$ cat config.mk
export PLATFORM = sky130hd
export DESIGN_NAME = seg_scan_ctrl_flat
export DESIGN_NICKNAME = d
export VERILOG_FILES = /design/src/rtl/seg_scan_ctrl_pkg.sv /design/src/rtl/seg_scan_ctrl_if.sv /design/src/rtl/seg_scan_ctrl_scan_timer.sv /design/src/rtl/seg_scan_ctrl.sv /design/src/flat_wrapper.sv
export SDC_FILE = /design/constraint.sdc
export NUM_CORES = 1
export LEC_CHECK = 0
export ABC_CLOCK_PERIOD_IN_PS = 2700
export CAP_MARGIN = 10
export CELL_PAD_IN_SITES_DETAIL_PLACEMENT = 1
export CELL_PAD_IN_SITES_GLOBAL_PLACEMENT = 2
export CORE_MARGIN = 1.5
export CORE_UTILIZATION = 25
export DETAILED_ROUTE_END_ITERATION = 10
export PLACE_DENSITY = 0.75
export SLEW_MARGIN = 30
export SYNTH_ARGS = -nofsm -noshare
export SYNTH_HDL_FRONTEND = slang
export SYNTH_HIERARCHICAL = 1
export SYNTH_SLANG_ARGS = --single-unit
$ cat constraint.sdc
create_clock -name clk -period 2.7 [get_ports clk]
set_input_delay 0.54 -clock clk [delete_from_list [all_inputs] [get_ports clk]]
set_output_delay 0.54 -clock clk [all_outputs]
set_load 0.02 [all_outputs]
$ cat src/rtl/seg_scan_ctrl_pkg.sv
// Shared types and constants for the multiplexed seven-segment scan logic.
package seg_scan_ctrl_pkg;
   localparam int DIGITS   = 4;
   localparam int NIBBLE_W = 4;
   localparam int VALUE_W  = DIGITS * NIBBLE_W;
   localparam int SCAN_W   = $clog2(DIGITS);

   localparam logic [DIGITS-1:0] BLANK_ALL  = 4'b1111;
   localparam logic [DIGITS-1:0] BLANK_NONE = 4'b0000;

   typedef enum logic [1:0] {
      IDLE    = 2'd0,
      PENDING = 2'd1,
      SHOW    = 2'd2
   } arb_state_t;

   // Digit i (i >= 1) is dark when it and every more significant nibble are zero;
   // digit 0 always stays lit so a zero value still shows "0".
   function automatic logic [DIGITS-1:0] lz_blank_mask(input logic [VALUE_W-1:0] value);
      logic [DIGITS-1:0] mask;
      logic              upper_zero;
      mask       = BLANK_NONE;
      upper_zero = 1'b1;
      for (int i = DIGITS - 1; i >= 1; i--) begin
         upper_zero = upper_zero & (value[i*NIBBLE_W +: NIBBLE_W] == 4'h0);
         mask[i]    = upper_zero;
      end
      return mask;
   endfunction
endpackage

$ cat src/rtl/seg_scan_ctrl_if.sv
// Message-overlay request/ack handshake between a requester and the scan controller.
interface seg_scan_ctrl_if;
   import seg_scan_ctrl_pkg::*;

   logic               msg_req;
   logic [VALUE_W-1:0] msg_value;
   logic [7:0]         msg_frames;
   logic               msg_ack;
   logic               msg_busy;

   modport master (output msg_req, output msg_value, output msg_frames,
                   input  msg_ack, input  msg_busy);
   modport slave  (input  msg_req, input  msg_value, input  msg_frames,
                   output msg_ack, output msg_busy);
endinterface

$ cat src/rtl/seg_scan_ctrl_scan_timer.sv
// Digit-slot prescaler, scan index, frame pulse and blink phase for a
// multiplexed display. frame_edge is the combinational "this edge wraps the
// last digit" strobe; frame_tick is its registered image.
module scan_timer
   import seg_scan_ctrl_pkg::*;
#(
   parameter int SCAN_DIV     = 50000,
   parameter int BLINK_FRAMES = 64
) (
   input  logic              clk,
   input  logic              rst,
   output logic [SCAN_W-1:0] scanning,
   output logic              frame_tick,
   output logic              frame_edge,
   output logic              blink_phase
);
   localparam int PRE_W = $clog2(SCAN_DIV);
   localparam int BLK_W = (BLINK_FRAMES > 1) ? $clog2(BLINK_FRAMES) : 1;

   logic [PRE_W-1:0]  prescaler_r;
   logic [SCAN_W-1:0] scanning_r;
   logic              frame_tick_r;
   logic [BLK_W-1:0]  blink_cnt_r;
   logic              blink_phase_r;
   logic              terminal_s;

   assign terminal_s  = (prescaler_r == PRE_W'(SCAN_DIV - 1));
   assign frame_edge  = terminal_s && (scanning_r == SCAN_W'(DIGITS - 1));
   assign scanning    = scanning_r;
   assign frame_tick  = frame_tick_r;
   assign blink_phase = blink_phase_r;

   // Advance prescaler/scan index, register the frame pulse, count frames for blink
   always_ff @(posedge clk) begin
      if (rst) begin
         prescaler_r   <= {PRE_W{1'b0}};
         scanning_r    <= {SCAN_W{1'b0}};
         frame_tick_r  <= 1'b0;
         blink_cnt_r   <= {BLK_W{1'b0}};
         blink_phase_r <= 1'b0;
      end else begin
         if (terminal_s) begin
            prescaler_r <= {PRE_W{1'b0}};
            scanning_r  <= scanning_r + SCAN_W'(1);
         end else begin
            prescaler_r <= prescaler_r + PRE_W'(1);
         end
         frame_tick_r <= frame_edge;
         if (frame_edge) begin
            if (blink_cnt_r == BLK_W'(BLINK_FRAMES - 1)) begin
               blink_cnt_r   <= {BLK_W{1'b0}};
               blink_phase_r <= ~blink_phase_r;
            end else begin
               blink_cnt_r <= blink_cnt_r + BLK_W'(1);
            end
         end
      end
   end
endmodule

$ cat src/rtl/seg_scan_ctrl.sv
// Scan scheduler and display-source arbiter: the live score owns the display
// by default, a timed message overlay borrows it via request/ack. Display
// value and blanking only change on frame boundaries to avoid tearing.
module seg_scan_ctrl
   import seg_scan_ctrl_pkg::*;
#(
   parameter int SCAN_DIV     = 50000,
   parameter int BLINK_FRAMES = 64
) (
   input  logic               clk,
   input  logic               rst,
   input  logic [VALUE_W-1:0] score_in,
   input  logic               lz_blank_en,
   input  logic               blink_en,
   seg_scan_ctrl_if.slave     msg,
   output logic [SCAN_W-1:0]  scanning,
   output logic [VALUE_W-1:0] disp_value,
   output logic [DIGITS-1:0]  blank,
   output logic               frame_tick
);
   arb_state_t         state_r, state_nx;
   logic [VALUE_W-1:0] msg_value_r, msg_value_nx;
   logic [7:0]         remaining_r, remaining_nx;
   logic               msg_ack_r, msg_ack_nx;
   logic               msg_busy_r, msg_busy_nx;
   logic [VALUE_W-1:0] disp_value_r, disp_value_nx;
   logic [DIGITS-1:0]  blank_r, blank_nx;
   logic [DIGITS-1:0]  score_blank_s;
   logic               frame_edge_s;
   logic               blink_phase_s;

   scan_timer #(
      .SCAN_DIV     (SCAN_DIV),
      .BLINK_FRAMES (BLINK_FRAMES)
   ) u_scan_timer (
      .clk         (clk),
      .rst         (rst),
      .scanning    (scanning),
      .frame_tick  (frame_tick),
      .frame_edge  (frame_edge_s),
      .blink_phase (blink_phase_s)
   );

   // Blanking applied when the score owns the display; blink overrides leading-zero
   always_comb begin
      score_blank_s = BLANK_NONE;
      if (blink_en && blink_phase_s) begin
         score_blank_s = BLANK_ALL;
      end else if (lz_blank_en) begin
         score_blank_s = lz_blank_mask(score_in);
      end else begin
         score_blank_s = BLANK_NONE;
      end
   end

   // Arbiter next state: accept overlays in IDLE, swap sources only at frame edges
   always_comb begin
      state_nx      = state_r;
      msg_value_nx  = msg_value_r;
      remaining_nx  = remaining_r;
      msg_ack_nx    = 1'b0;
      disp_value_nx = disp_value_r;
      blank_nx      = blank_r;
      case (state_r)
         IDLE: begin
            if (frame_edge_s) begin
               disp_value_nx = score_in;
               blank_nx      = score_blank_s;
            end else begin
               disp_value_nx = disp_value_r;
               blank_nx      = blank_r;
            end
            // A request coinciding with a boundary is shown at the next one
            if (msg.msg_req) begin
               msg_ack_nx   = 1'b1;
               msg_value_nx = msg.msg_value;
               remaining_nx = (msg.msg_frames == 8'd0) ? 8'd1 : msg.msg_frames;
               state_nx     = PENDING;
            end else begin
               state_nx = IDLE;
            end
         end
         PENDING: begin
            if (frame_edge_s) begin
               disp_value_nx = msg_value_r;
               blank_nx      = BLANK_NONE;
               state_nx      = SHOW;
            end else begin
               state_nx = PENDING;
            end
         end
         SHOW: begin
            if (frame_edge_s) begin
               remaining_nx = remaining_r - 8'd1;
               if (remaining_r == 8'd1) begin
                  disp_value_nx = score_in;
                  blank_nx      = score_blank_s;
                  state_nx      = IDLE;
               end else begin
                  state_nx = SHOW;
               end
            end else begin
               state_nx = SHOW;
            end
         end
         default: begin
            state_nx = IDLE;
         end
      endcase
      msg_busy_nx = (state_nx != IDLE);
   end

   // Arbiter, message latch and display registers
   always_ff @(posedge clk) begin
      if (rst) begin
         state_r      <= IDLE;
         msg_value_r  <= {VALUE_W{1'b0}};
         remaining_r  <= 8'd0;
         msg_ack_r    <= 1'b0;
         msg_busy_r   <= 1'b0;
         disp_value_r <= {VALUE_W{1'b0}};
         blank_r      <= BLANK_NONE;
      end else begin
         state_r      <= state_nx;
         msg_value_r  <= msg_value_nx;
         remaining_r  <= remaining_nx;
         msg_ack_r    <= msg_ack_nx;
         msg_busy_r   <= msg_busy_nx;
         disp_value_r <= disp_value_nx;
         blank_r      <= blank_nx;
      end
   end

   assign msg.msg_ack  = msg_ack_r;
   assign msg.msg_busy = msg_busy_r;
   assign disp_value   = disp_value_r;
   assign blank        = blank_r;
endmodule

$ cat src/flat_wrapper.sv
// flat-port wrapper written by rule: the top's interface ports become plain ports
module seg_scan_ctrl_flat import seg_scan_ctrl_pkg::*;
#(
   parameter int SCAN_DIV     = 50000,
   parameter int BLINK_FRAMES = 64
)
  (clk, rst, score_in, lz_blank_en, blink_en, scanning, disp_value, blank, frame_tick, msg_msg_req, msg_msg_value, msg_msg_frames, msg_msg_ack, msg_msg_busy);
  seg_scan_ctrl_if msg_i ();
  input  logic clk;
  input  logic rst;
  input  logic [VALUE_W-1:0] score_in;
  input  logic lz_blank_en;
  input  logic blink_en;
  output logic [SCAN_W-1:0] scanning;
  output logic [VALUE_W-1:0] disp_value;
  output logic [DIGITS-1:0] blank;
  output logic frame_tick;
  input wire logic [$bits(msg_i.msg_req)-1:0] msg_msg_req;
  input wire logic [$bits(msg_i.msg_value)-1:0] msg_msg_value;
  input wire logic [$bits(msg_i.msg_frames)-1:0] msg_msg_frames;
  output wire logic [$bits(msg_i.msg_ack)-1:0] msg_msg_ack;
  output wire logic [$bits(msg_i.msg_busy)-1:0] msg_msg_busy;
  assign msg_i.msg_req = msg_msg_req;
  assign msg_i.msg_value = msg_msg_value;
  assign msg_i.msg_frames = msg_msg_frames;
  assign msg_msg_ack = msg_i.msg_ack;
  assign msg_msg_busy = msg_i.msg_busy;
  seg_scan_ctrl #(.SCAN_DIV(SCAN_DIV), .BLINK_FRAMES(BLINK_FRAMES)) u_core (.clk(clk), .rst(rst), .score_in(score_in), .lz_blank_en(lz_blank_en), .blink_en(blink_en), .msg(msg_i), .scanning(scanning), .disp_value(disp_value), .blank(blank), .frame_tick(frame_tick));
endmodule
==> results of run 1 <==
-- state kept, by name, indices dropped and copies added (netlist names) --
name and cells:
u_core/u_scan_timer/blink_phase 1, u_core/u_scan_timer/frame_tick 1, u_core/u_scan_timer/scanning 2, u_core/u_scan_timer/blink_cnt_r 6, u_core/msg.msg_busy 1, u_core/msg.msg_ack 1, u_core/u_scan_timer/prescaler_r 16, u_core/msg_value_r 16
u_core/remaining_r 8, u_core/disp_value 16, u_core/state_r 2, u_core/blank 4
-- cell usage after synthesis, types with 2 or more instances --
cell type                  instances  area [µm²]
sky130_fd_sc_hd__mux2i_1           3        30.0
sky130_fd_sc_hd__or3b_2            2        17.5
sky130_fd_sc_hd__a311oi_2          9         135
sky130_fd_sc_hd__o32ai_1           2        17.5
sky130_fd_sc_hd__buf_2             6        30.0
sky130_fd_sc_hd__nand3_1          11        55.1
sky130_fd_sc_hd__ha_1              5        62.6
sky130_fd_sc_hd__nor2_1           35         131
sky130_fd_sc_hd__nor2b_1           3        18.8
sky130_fd_sc_hd__or4b_1            2        20.0
sky130_fd_sc_hd__nor4_1            6        37.5
sky130_fd_sc_hd__or4_1             3        22.5
sky130_fd_sc_hd__inv_1            13        48.8
sky130_fd_sc_hd__dfxtp_1          74        1480
sky130_fd_sc_hd__clkbuf_8          2        27.5
sky130_fd_sc_hd__nand2b_1          6        37.5
sky130_fd_sc_hd__nand4b_1          2        17.5
sky130_fd_sc_hd__and3_1            2        12.5
sky130_fd_sc_hd__or3_2             2        15.0
sky130_fd_sc_hd__mux2_2            2        22.5
sky130_fd_sc_hd__xor2_1            2        17.5
sky130_fd_sc_hd__o21ai_0          13        65.1
sky130_fd_sc_hd__nand4_1           8        50.1
sky130_fd_sc_hd__clkbuf_1          9        33.8
sky130_fd_sc_hd__a21oi_1          49         245
sky130_fd_sc_hd__nor3_1            7        35.0
sky130_fd_sc_hd__a21o_1            4        30.0
sky130_fd_sc_hd__buf_6             4        45.0
sky130_fd_sc_hd__a311oi_1          7        61.3
sky130_fd_sc_hd__xnor2_1          13         114
sky130_fd_sc_hd__nand2_1          81         304
-- worst max-delay path: stages (launching register included) --
cell,delay [ns]
sky130_fd_sc_hd__dfxtp_1,0.34
sky130_fd_sc_hd__or4b_1,0.57
sky130_fd_sc_hd__or4_4,0.54
sky130_fd_sc_hd__inv_1,0.09
sky130_fd_sc_hd__buf_4,0.26
sky130_fd_sc_hd__and2_4,0.38
sky130_fd_sc_hd__a311oi_1,0.15
-- power groups by stage --
| stage | logic, µW | clock network (µW) | registers (µW) |
|---|---|---|---|
| floorplan | 124 | 0 | 1170 |
| global placement | 242 | 0 | 1170 |
| detailed placement | 247 | 0 | 1170 |
| CTS | 248 | 1260 | 1150 |
| global route | 272 | 1300 | 1150 |
| finish | 244 | 1230 | 1150 |
-- area by class of cell --
| class | count | area share |
|---|---|---|
| Inverter | 13 | 0.0107 |
| Sequential cell | 74 | 0.324 |
| Clock buffer | 12 | 0.0561 |
| Clock inverter | 4 | 0.0109 |
| Multi-Input combinational cell | 299 | 0.383 |
| Tap cell | 176 | 0.0481 |
| Timing Repair Buffer | 78 | 0.167 |
-- metal layers --
| metal | track usage | wire length (µm) | vias up |
|---|---|---|---|
| li1 | - | - | 1575 |
| met1 | 0.180 | 4710 | 1534 |
| met2 | 0.237 | 4730 | 51 |
| met3 | 0.0297 | 365 | 11 |
| met4 | 0.0618 | 192 | 0 |
| met5 | 0 | 0 | - |
-- through the flow --
stage	util	setup WS [ns]	hold slack (ns)	power, µW	std cells
final	0.343	0.211	0.458	2620	656
after global routing	0.343	0.0576	0.471	2720	656
after CTS	0.343	0.182	0.459	2660	656
after detailed placement	0.320	0.199	0.450	1420	640
after global placement	0.320	0.266	0.442	1410	640
after floorplan	-	0.164	0.429	1290	410
-- path summary, 6_finish.rpt --
check / startpoint / end / depth (start not counted)
max: u_core/u_scan_timer/prescaler_r[12]$_SDFF_PP0_ / u_core/disp_value[6]$_SDFFE_PP0P_ / 6
min: u_core/msg_value_r[15]$_SDFFE_PP0P_ / u_core/msg_value_r[15]$_SDFFE_PP0P_ / 2
max reg2reg: u_core/u_scan_timer/prescaler_r[12]$_SDFF_PP0_ / u_core/disp_value[6]$_SDFFE_PP0P_ / 6
min reg2reg: u_core/msg_value_r[15]$_SDFFE_PP0P_ / u_core/msg_value_r[15]$_SDFFE_PP0P_ / 2
-- logic make-up after synthesis --
| logic type | Yosys count | synth area share |
|---|---|---|
| flops | 74 | 0.429 |
| mux | 5 | 0.0152 |
| xor+xnor | 15 | 0.0381 |
| simple gates | 176 | 0.243 |
| fa+ha+maj | 5 | 0.0181 |
| compound gates | 98 | 0.194 |
| buf+inv | 37 | 0.0627 |
==> results by group, run 1 <==
Die
  – Std cell rows: 42
  – Num ports: 70
  – Core ar.: 0.0133 mm²
  – Die span in y: 120 µm
  – Die X: 120 µm
  – Initial core utilization: 0.259
  – Area of the die: 0.0145 mm²

Pwr
  – Pwr/cell area: 573 mW/mm²
  – Leakage: 0.00155 µW
  – Proportion of power drawn by combinational gates: 0.093
  – Sequential fraction of design power: 0.439
  – Net switching share of the total power: 0.237
  – Switching Power: 620 µW
  – Internal power summed over all cells: 2000 µW
  – Share of power burned in the clock network: 0.468
  – Peak VDD IR: 0.218 mV

Setup path
  – Worst EP required: 2.90 ns
  – R2R setup slack: 0.21 ns
  – Category of the worst setup path capture point: flop
  – Nature of the critical path startpoint: flop
  – WS Path Type: reg -> reg
  – Max FO, Critical Path: 23
  – Arrival @ worst endpoint: 2.69 ns

Clocking
  – Total clock buffers created by CTS: 9
  – Clock Sink Count: 74
  – Count of instances resized after the clock tree is built: 0
  – Clock transition at the register clock pins on the worst setup and hold paths after CTS: 0.06 ns
  – Buffer type at the clock tree root: sky130_fd_sc_hd__clkbuf_16
  – Number of H-tree levels: 3
  – CTS tree: yes
  – Clock buffer depth: 2
  – Worst-Skew Late Latency: 0.34 ns
  – Setup fix buffers added after clock tree synthesis: 0
  – Cts-stage hold buffer count: 0

Timing
  – Maximum clock rate: 402 MHz
  – Slew @ Worst Pin: 0.749 ns
  – Time the final worst path needs with I/O delays and setup: 2.49 ns
  – Relative max-transition margin: 0.500
  – Share of the clock period used by the worst path after layout: 0.922
  – Final total negative setup slack: 0 ns
  – Unrepaired setup endpoints after global routing: no
  – Number of hold-slack violations in the final timing report: 0
  – Number of setup violations in the final report: 0
  – Total count of max-transition violations in the final report: 0
  – Worst clock skew: 0.00661 ns

Placed design
  – Count of port buffers added during placement: 69
  – Total half-perimeter wirelength after legalization and detailed placement: 7120 µm
  – Routability Congestion: 0.779
  – Post-placement cell area: 0.00427 mm²

Global route
  – Overall track demand over capacity in global routing: 0.143
  – Largest net degree at the start of global routing: 62
  – Vias in the first global route: 3,274
  – Initial antenna violation count: 0
  – Global-route wire length before repair: 16,300 µm
  – Final global-route overflow total: 0

Outcome
  – Run status: completed

Finish
  – Ratio of cells with drive above 1 in the final layout: 0.0979
  – Antenna Diode Count: 0
  – Design area: 0.00458 mm²
  – Final net count: 525
  – Most frequent cells in the layout: sky130_fd_sc_hd__nand2_1, sky130_fd_sc_hd__dfxtp_1, sky130_fd_sc_hd__clkdlybuf4s50_1, sky130_fd_sc_hd__a21oi_1, sky130_fd_sc_hd__nor2_1
  – Area growth, synth to finish: 32.6%
  – Multi-input logic area: 0.00175 mm²
  – Most common cell after layout, fill and taps aside: sky130_fd_sc_hd__nand2_1
  – FF/Latch Area: 0.00148 mm²
  – Fillers: 1,602

Hold path
  – Worst hold path class: reg -> reg

Route
  – Remaining routing DRC violations: 0
  – Vias per cell: 4.83
  – Initial detailed-routing violation count: 110
  – TritonRoute pass-1 iters: 4
  – Remaining number of nets flagged by the antenna check after routing: 0
  – DRT Wirelength: 10000 µm
  – Routed length per instance: 15.2 µm
  – Vias after detailed routing: 3,171

Yosys
  – Synthesized instance count: 410
  – Share of flip-flops with an asynchronous set or reset after synthesis: 0
  – Count of flip-flops with a built-in enable after synthesis: 0
  – Sequential fraction of the synthesis area: 0.429
  – Post-synth design cell area: 0.00345 mm²
  – Netlist cell types: 54
  – Number of synthesized register bits: 74
  – Mean post-synth cell area: 8.42 µm²
  – Synth Warn #: 6
  – Nets in the synthesized netlist: 460
  – Most common flop cell mapped by yosys: sky130_fd_sc_hd__dfxtp_1

Job
  – Max-cap check violation count: 0
Power figures use the tool's default switching activity.
==> run 2: changes to the inputs <==
Settings changed: PLACE_DENSITY 0.75 to 0.77.
==> run 2 against run 1 <==
Net effect:
- worst setup slack worse by 0.013 ns
- first-iteration DRC count is 7.3% higher
- clock power is 5% higher
- die area stayed put
- critical path type unchanged
- final cell count is 0.46% higher
- largest power group unchanged
==> results by group, run 2 (synthesis results as in run 1) <==
Outcome
  – Run status: completed (unchanged)

Clocking
  – Worst-Skew Late Latency: 0.34 ns (about the same)
  – Cts-stage hold buffer count: 0 (unchanged)
  – Buffer type at the clock tree root: sky130_fd_sc_hd__clkbuf_16 (unchanged)
  – Setup fix buffers added after clock tree synthesis: 0 (unchanged)
  – Total clock buffers created by CTS: 9 (unchanged)
  – Clock buffer depth: 2 (unchanged)
  – Count of instances resized after the clock tree is built: 0 (unchanged)
  – Number of H-tree levels: 3 (unchanged)
  – Clock Sink Count: 74 (unchanged)
  – Clock transition at the register clock pins on the worst setup and hold paths after CTS: 0.06 ns (about the same)
  – CTS tree: yes (unchanged)

Global route
  – Overall track demand over capacity in global routing: 0.143 (about the same)
  – Largest net degree at the start of global routing: 45 (was 62)
  – Initial antenna violation count: 0 (unchanged)
  – Final global-route overflow total: 0 (unchanged)
  – Global-route wire length before repair: 16,400 µm (was 16,300 µm)
  – Vias in the first global route: 3,271 (was 3,274)

Finish
  – Fillers: 1,581 (was 1,602)
  – Most frequent cells in the layout: sky130_fd_sc_hd__nand2_1, sky130_fd_sc_hd__dfxtp_1, sky130_fd_sc_hd__clkdlybuf4s50_1, sky130_fd_sc_hd__a21oi_1, sky130_fd_sc_hd__nor2_1 (unchanged)
  – Area growth, synth to finish: 33.2% (was 32.6%)
  – FF/Latch Area: 0.00148 mm² (unchanged)
  – Most common cell after layout, fill and taps aside: sky130_fd_sc_hd__nand2_1 (unchanged)
  – Ratio of cells with drive above 1 in the final layout: 0.104 (was 0.0979)
  – Antenna Diode Count: 0 (unchanged)
  – Multi-input logic area: 0.00175 mm² (unchanged)
  – Final net count: 528 (was 525)
  – End-of-flow core utilization: 0.344 (was 0.343)

Pwr
  – Pwr/cell area: 581 mW/mm² (was 573 mW/mm²)
  – Internal power summed over all cells: 2050 µW (was 2000 µW)
  – Share of power burned in the clock network: 0.481 (was 0.468)
  – Net switching share of the total power: 0.234 (was 0.237)
  – Sequential fraction of design power: 0.430 (was 0.439)
  – Leakage: 0.00157 µW (was 0.00155 µW)
  – Proportion of power drawn by combinational gates: 0.089 (was 0.093)
  – Switching Power: 626 µW (was 620 µW)
  – Peak VDD IR: 0.275 mV (was 0.218 mV)

Setup path
  – Critical register-to-register path startpoint: u_core/u_scan_timer/prescaler_r[12]$_SDFF_PP0_ (unchanged)
  – Cell Chain, Critical Path: or4b_1, or4_4, inv_1, buf_4, and2_4, a311oi_2 (was or4b_1, or4_4, inv_1, buf_4, and2_4, a311oi_1)
  – Arrival @ worst endpoint: 2.69 ns (about the same)
  – Nature of the critical path startpoint: flop (unchanged)
  – Critical Path Source: u_core/u_scan_timer/prescaler_r[12]$_SDFF_PP0_ (unchanged)
  – WS Path Type: reg -> reg (unchanged)
  – Max FO, Critical Path: 23 (unchanged)
  – Highest cell delay on the worst timing path: 0.58 ns (was 0.57 ns)
  – Slowest stage cell, crit path: sky130_fd_sc_hd__or4b_1 (unchanged)
  – Category of the worst setup path capture point: flop (unchanged)
  – Worst EP required: 2.89 ns (was 2.90 ns)

Job
  – Max-cap check violation count: 0 (unchanged)

Timing
  – Relative max-transition margin: 0.526 (was 0.500)
  – Slew @ Worst Pin: 0.711 ns (was 0.749 ns)
  – Share of the clock period used by the worst path after layout: 0.927 (was 0.922)
  – Maximum clock rate: 400 MHz (was 402 MHz)
  – Final total negative setup slack: 0 ns (unchanged)
  – Total count of max-transition violations in the final report: 0 (unchanged)
  – Worst clock skew: 0.00645 ns (was 0.00661 ns)
  – Unrepaired setup endpoints after global routing: no (unchanged)
  – Number of hold-slack violations in the final timing report: 0 (unchanged)
  – Time the final worst path needs with I/O delays and setup: 2.50 ns (was 2.49 ns)
  – Number of setup violations in the final report: 0 (unchanged)

Route
  – Initial detailed-routing violation count: 118 (was 110)
  – Vias after detailed routing: 3,148 (was 3,171)
  – Remaining number of nets flagged by the antenna check after routing: 0 (unchanged)
  – TritonRoute pass-1 iters: 4 (unchanged)
  – DRT Wirelength: 10,000 µm (was 10000 µm)
  – Remaining routing DRC violations: 0 (unchanged)
  – Vias per cell: 4.78 (was 4.83)
  – Routed length per instance: 15.2 µm (about the same)

Die
  – Num ports: 70 (unchanged)
  – Area of the die: 0.0145 mm² (unchanged)
  – Initial core utilization: 0.259 (unchanged)
  – Die X: 120 µm (unchanged)
  – Std cell rows: 42 (unchanged)
  – Die span in y: 120 µm (unchanged)
  – Core ar.: 0.0133 mm² (unchanged)

Placed design
  – Total half-perimeter wirelength after legalization and detailed placement: 7180 µm (was 7120 µm)
  – Count of port buffers added during placement: 69 (unchanged)
  – Routability Congestion: 0.792 (was 0.779)

Hold path
  – Worst Min Path Start: u_core/u_scan_timer/prescaler_r[0]$_SDFF_PP0_ (was u_core/msg_value_r[15]$_SDFFE_PP0P_)
  – Worst hold path class: reg -> reg (unchanged)
## run 2: cell types whose count changed in the layout (fill, tap and decap cells not counted), sizes merged
| cell | before | now |
|---|---|---|
| buf | 10 | 13 |
| bufinv | 1 | 2 |
| clkbuf | 12 | 10 |
| clkinv | 1 | 2 |
| clkinvlp | 2 | 1 |
| inv | 13 | 14 |
## run 2: area by class of cell
| cell class | instances | area share |
|---|---|---|
| multi-input combinational | 299 | 0.381 |
| sequential | 74 | 0.322 |
| timing repair buffer | 81 | 0.169 |
| inverter | 13 | 0.0106 |
| clock inverter | 6 | 0.0196 |
| tap | 176 | 0.0479 |
| clock buffer | 10 | 0.0498 |
## run 2: metrics by stage
stage / setup slack [ns] / instance area [µm²] / cells / power, µW / hold slack [ns]
after floorplan: 0.164 / 3450 / 410 / 1290 / 0.429
after global placement: 0.284 / 4280 / 643 / 1410 / 0.440
after detailed placement: 0.209 / 4280 / 643 / 1420 / 0.453
after CTS: 0.171 / 4600 / 659 / 2710 / 0.463
after global routing: 0.0650 / 4600 / 659 / 2790 / 0.481
final: 0.198 / 4600 / 659 / 2670 / 0.461
## run 2: path summary, 6_finish.rpt
kind / slack [ns] / end / cells past startpoint
setup / recovery: 0.20 / u_core/disp_value[13]$_SDFFE_PP0P_ / 6
hold reg to reg: 0.46 / u_core/u_scan_timer/prescaler_r[0]$_SDFF_PP0_ / 1
setup reg to reg: 0.20 / u_core/disp_value[13]$_SDFFE_PP0P_ / 6
hold / removal: 0.46 / u_core/u_scan_timer/prescaler_r[0]$_SDFF_PP0_ / 1
## run 2: layer usage
layer  share of wire  global-route usage
met5               0                   0
met2            0.48               0.239
met3           0.031              0.0245
met4           0.024              0.0676
met1            0.46               0.180
## run 2: critical path: cells and delay by family (launching register included)
kind	cells	cell delay, ns
AOI/OAI and AO/OA	1	0.15
DFF	1	0.34
and+or+nand+nor	3	1.51
buffers and inverters	2	0.36
## run 2: power groups by stage
stage / sequential (µW) / clock [µW] / combinational [µW]
global route: 1150 / 1370 / 267
CTS: 1150 / 1320 / 244
floorplan: 1170 / 0 / 124
global placement: 1170 / 0 / 239
detailed placement: 1170 / 0 / 242
finish: 1150 / 1290 / 239
==> run 3: changes to the inputs <==
Settings changed: RECOVER_POWER from default to 100.
==> run 3 against run 2 <==
Net effect:
- hold slack about the same
- wire length about the same
- die area unchanged
- clock skew about the same
- final cell count unchanged
- register-to-register slack worse by 0.02 ns
- count of clock-buffer cells in the layout unchanged
==> results by group, run 3 (synthesis results as in run 1) <==
Die
  – Die X: 120 µm (unchanged)
  – Initial core utilization: 0.259 (unchanged)
  – Die span in y: 120 µm (unchanged)
  – Core ar.: 0.0133 mm² (unchanged)
  – Std cell rows: 42 (unchanged)
  – Num ports: 70 (unchanged)
  – Area of the die: 0.0145 mm² (unchanged)

Finish
  – End-of-flow core utilization: 0.339 (was 0.344)
  – Most common cell after layout, fill and taps aside: sky130_fd_sc_hd__nand2_1 (unchanged)
  – Area growth, synth to finish: 31.3% (was 33.2%)
  – Final net count: 528 (unchanged)
  – Fillers: 1,596 (was 1,581)
  – Ratio of cells with drive above 1 in the final layout: 0.0787 (was 0.104)
  – Most frequent cells in the layout: sky130_fd_sc_hd__nand2_1, sky130_fd_sc_hd__dfxtp_1, sky130_fd_sc_hd__a21oi_1, sky130_fd_sc_hd__clkdlybuf4s50_1, sky130_fd_sc_hd__nor2_1 (was sky130_fd_sc_hd__nand2_1, sky130_fd_sc_hd__dfxtp_1, sky130_fd_sc_hd__clkdlybuf4s50_1, sky130_fd_sc_hd__a21oi_1, sky130_fd_sc_hd__nor2_1)
  – Antenna Diode Count: 0 (unchanged)

Clocking
  – Total clock buffers created by CTS: 9 (unchanged)
  – Clock buffer depth: 2 (unchanged)
  – Clock Sink Count: 74 (unchanged)
  – Buffer type at the clock tree root: sky130_fd_sc_hd__clkbuf_16 (unchanged)
  – Worst-Skew Late Latency: 0.34 ns (about the same)
  – Number of H-tree levels: 3 (unchanged)
  – Count of instances resized after the clock tree is built: 0 (unchanged)
  – Clock transition at the register clock pins on the worst setup and hold paths after CTS: 0.06 ns (about the same)
  – Cts-stage hold buffer count: 0 (unchanged)
  – Setup fix buffers added after clock tree synthesis: 0 (unchanged)
  – CTS tree: yes (unchanged)

Job
  – Max-cap check violation count: 0 (unchanged)

Placed design
  – Count of port buffers added during placement: 69 (unchanged)
  – Routability Congestion: 0.792 (unchanged)
  – Total half-perimeter wirelength after legalization and detailed placement: 7180 µm (unchanged)

Timing
  – Share of the clock period used by the worst path after layout: 0.934 (was 0.927)
  – Number of hold-slack violations in the final timing report: 0 (unchanged)
  – Slew @ Worst Pin: 0.803 ns (was 0.711 ns)
  – Time the final worst path needs with I/O delays and setup: 2.52 ns (was 2.50 ns)
  – Final total negative setup slack: 0 ns (unchanged)
  – Total count of max-transition violations in the final report: 0 (unchanged)
  – Worst clock skew: 0.00614 ns (was 0.00645 ns)
  – Maximum clock rate: 397 MHz (was 400 MHz)
  – Number of setup violations in the final report: 0 (unchanged)
  – Unrepaired setup endpoints after global routing: no (unchanged)
  – Relative max-transition margin: 0.465 (was 0.526)
  – Final Hold Slack: 0.461 ns (about the same)

Route
  – Remaining number of nets flagged by the antenna check after routing: 0 (unchanged)
  – Initial detailed-routing violation count: 103 (was 118)
  – Vias after detailed routing: 3,164 (was 3,148)
  – Vias per cell: 4.80 (was 4.78)
  – Remaining routing DRC violations: 0 (unchanged)
  – Routed length per instance: 15.2 µm (about the same)
  – TritonRoute pass-1 iters: 4 (unchanged)
  – DRT Wirelength: 10,000 µm (about the same)

Outcome
  – Run status: completed (unchanged)

Hold path
  – Worst hold path class: reg -> reg (unchanged)

Global route
  – Final global-route overflow total: 0 (unchanged)
  – Overall track demand over capacity in global routing: 0.143 (unchanged)
  – Largest net degree at the start of global routing: 45 (unchanged)
  – Initial antenna violation count: 0 (unchanged)
  – Vias in the first global route: 3,271 (unchanged)
  – Global-route wire length before repair: 16,400 µm (unchanged)

Setup path
  – Slowest stage cell, crit path: sky130_fd_sc_hd__or4_2 (was sky130_fd_sc_hd__or4b_1)
  – Top Family by Delay on Critical Path: simple AND/OR/NAND/NOR gates (unchanged)
  – Highest cell delay on the worst timing path: 0.75 ns (was 0.58 ns)
  – WS Path Type: reg -> reg (unchanged)
  – Nature of the critical path startpoint: flop (unchanged)
  – Max FO, Critical Path: 9 (was 23)
  – Cell Chain, Critical Path: or4b_1, or4_2, nand2b_1, clkbuf_1, nor2_1 (was or4b_1, or4_4, inv_1, buf_4, and2_4, a311oi_2)
  – Worst EP required: 2.91 ns (was 2.89 ns)
  – Arrival @ worst endpoint: 2.73 ns (was 2.69 ns)
  – Category of the worst setup path capture point: flop (unchanged)
  – Crit path buffers/inverters: 1 (was 2)

Pwr
  – Leakage: 0.00164 µW (was 0.00157 µW)
  – Peak VDD IR: 0.291 mV (was 0.275 mV)
  – Pwr/cell area: 588 mW/mm² (was 581 mW/mm²)
## run 3: cell types whose count changed in the layout (fill, tap and decap cells not counted), moves of 4 or more
cell,change
sky130_fd_sc_hd__clkbuf_1,+4
sky130_fd_sc_hd__dlygate4sd3_1,+26
sky130_fd_sc_hd__a311oi_2,-8
sky130_fd_sc_hd__buf_4,-5
sky130_fd_sc_hd__a311oi_1,+8
sky130_fd_sc_hd__clkdlybuf4s50_1,-26
## run 3: power breakdown
group / internal [µW] / total [µW] / switching, µW / leakage (µW)
combinational: 108 / 232 / 124 / 0.000881
clock: 812 / 1280 / 472 / 0.000153
sequential: 1120 / 1150 / 26.5 / 0.000601
total: 2040 / 2670 / 622 / 0.00164
## run 3: routing by layer
metal  part of all wire  vias to the layer above  wire length [µm]  global-route usage
li1                   -                     1583                 -                   -
met4              0.024                        0               237              0.0676
met1               0.47                     1513              4710               0.180
met5                  0                        -                 0                   0
met2               0.48                       49              4790               0.239
met3              0.029                       19               294              0.0245
## run 3: path summary, 6_finish.rpt
check,startpoint,endpoint,slack (ns),cells past startpoint
hold / removal,u_core/msg_value_r[13]$_SDFFE_PP0P_,u_core/msg_value_r[13]$_SDFFE_PP0P_,0.46,2
setup / recovery,u_core/u_scan_timer/prescaler_r[12]$_SDFF_PP0_,u_core/u_scan_timer/prescaler_r[8]$_SDFF_PP0_,0.18,5
setup reg to reg,u_core/u_scan_timer/prescaler_r[12]$_SDFF_PP0_,u_core/u_scan_timer/prescaler_r[8]$_SDFF_PP0_,0.18,5
hold reg to reg,u_core/msg_value_r[13]$_SDFFE_PP0P_,u_core/msg_value_r[13]$_SDFFE_PP0P_,0.46,2
## run 3: layout make-up
class	count	area, µm²	share of cell area
clock buffer	10	229	0.0505
clock inverter	6	90.1	0.0199
inverter	13	48.8	0.0108
multi-input combinational	299	1700	0.376
sequential	74	1480	0.327
tap	176	220	0.0486
timing repair buffer	81	758	0.167
## run 3: tightest hold or removal path, cell delays in order (launching register included)
cell and delay, ns:
sky130_fd_sc_hd__dfxtp_1 0.31, sky130_fd_sc_hd__nand2_1 0.05, sky130_fd_sc_hd__a21oi_1 0.05
## run 3: through the flow
| stage | total power, µW | setup WS, ns | area (µm²) | std cells |
|---|---|---|---|---|
| 3_5_place_dp | 1420 | 0.209 | 4280 | 643 |
| 3_3_place_gp | 1410 | 0.284 | 4280 | 643 |
| 6_report | 2670 | 0.179 | 4530 | 659 |
| 4_1_cts | 2710 | 0.171 | 4600 | 659 |
| 5_1_grt | 2780 | 0.0362 | 4530 | 659 |
| 2_1_floorplan | 1290 | 0.164 | 3450 | 410 |
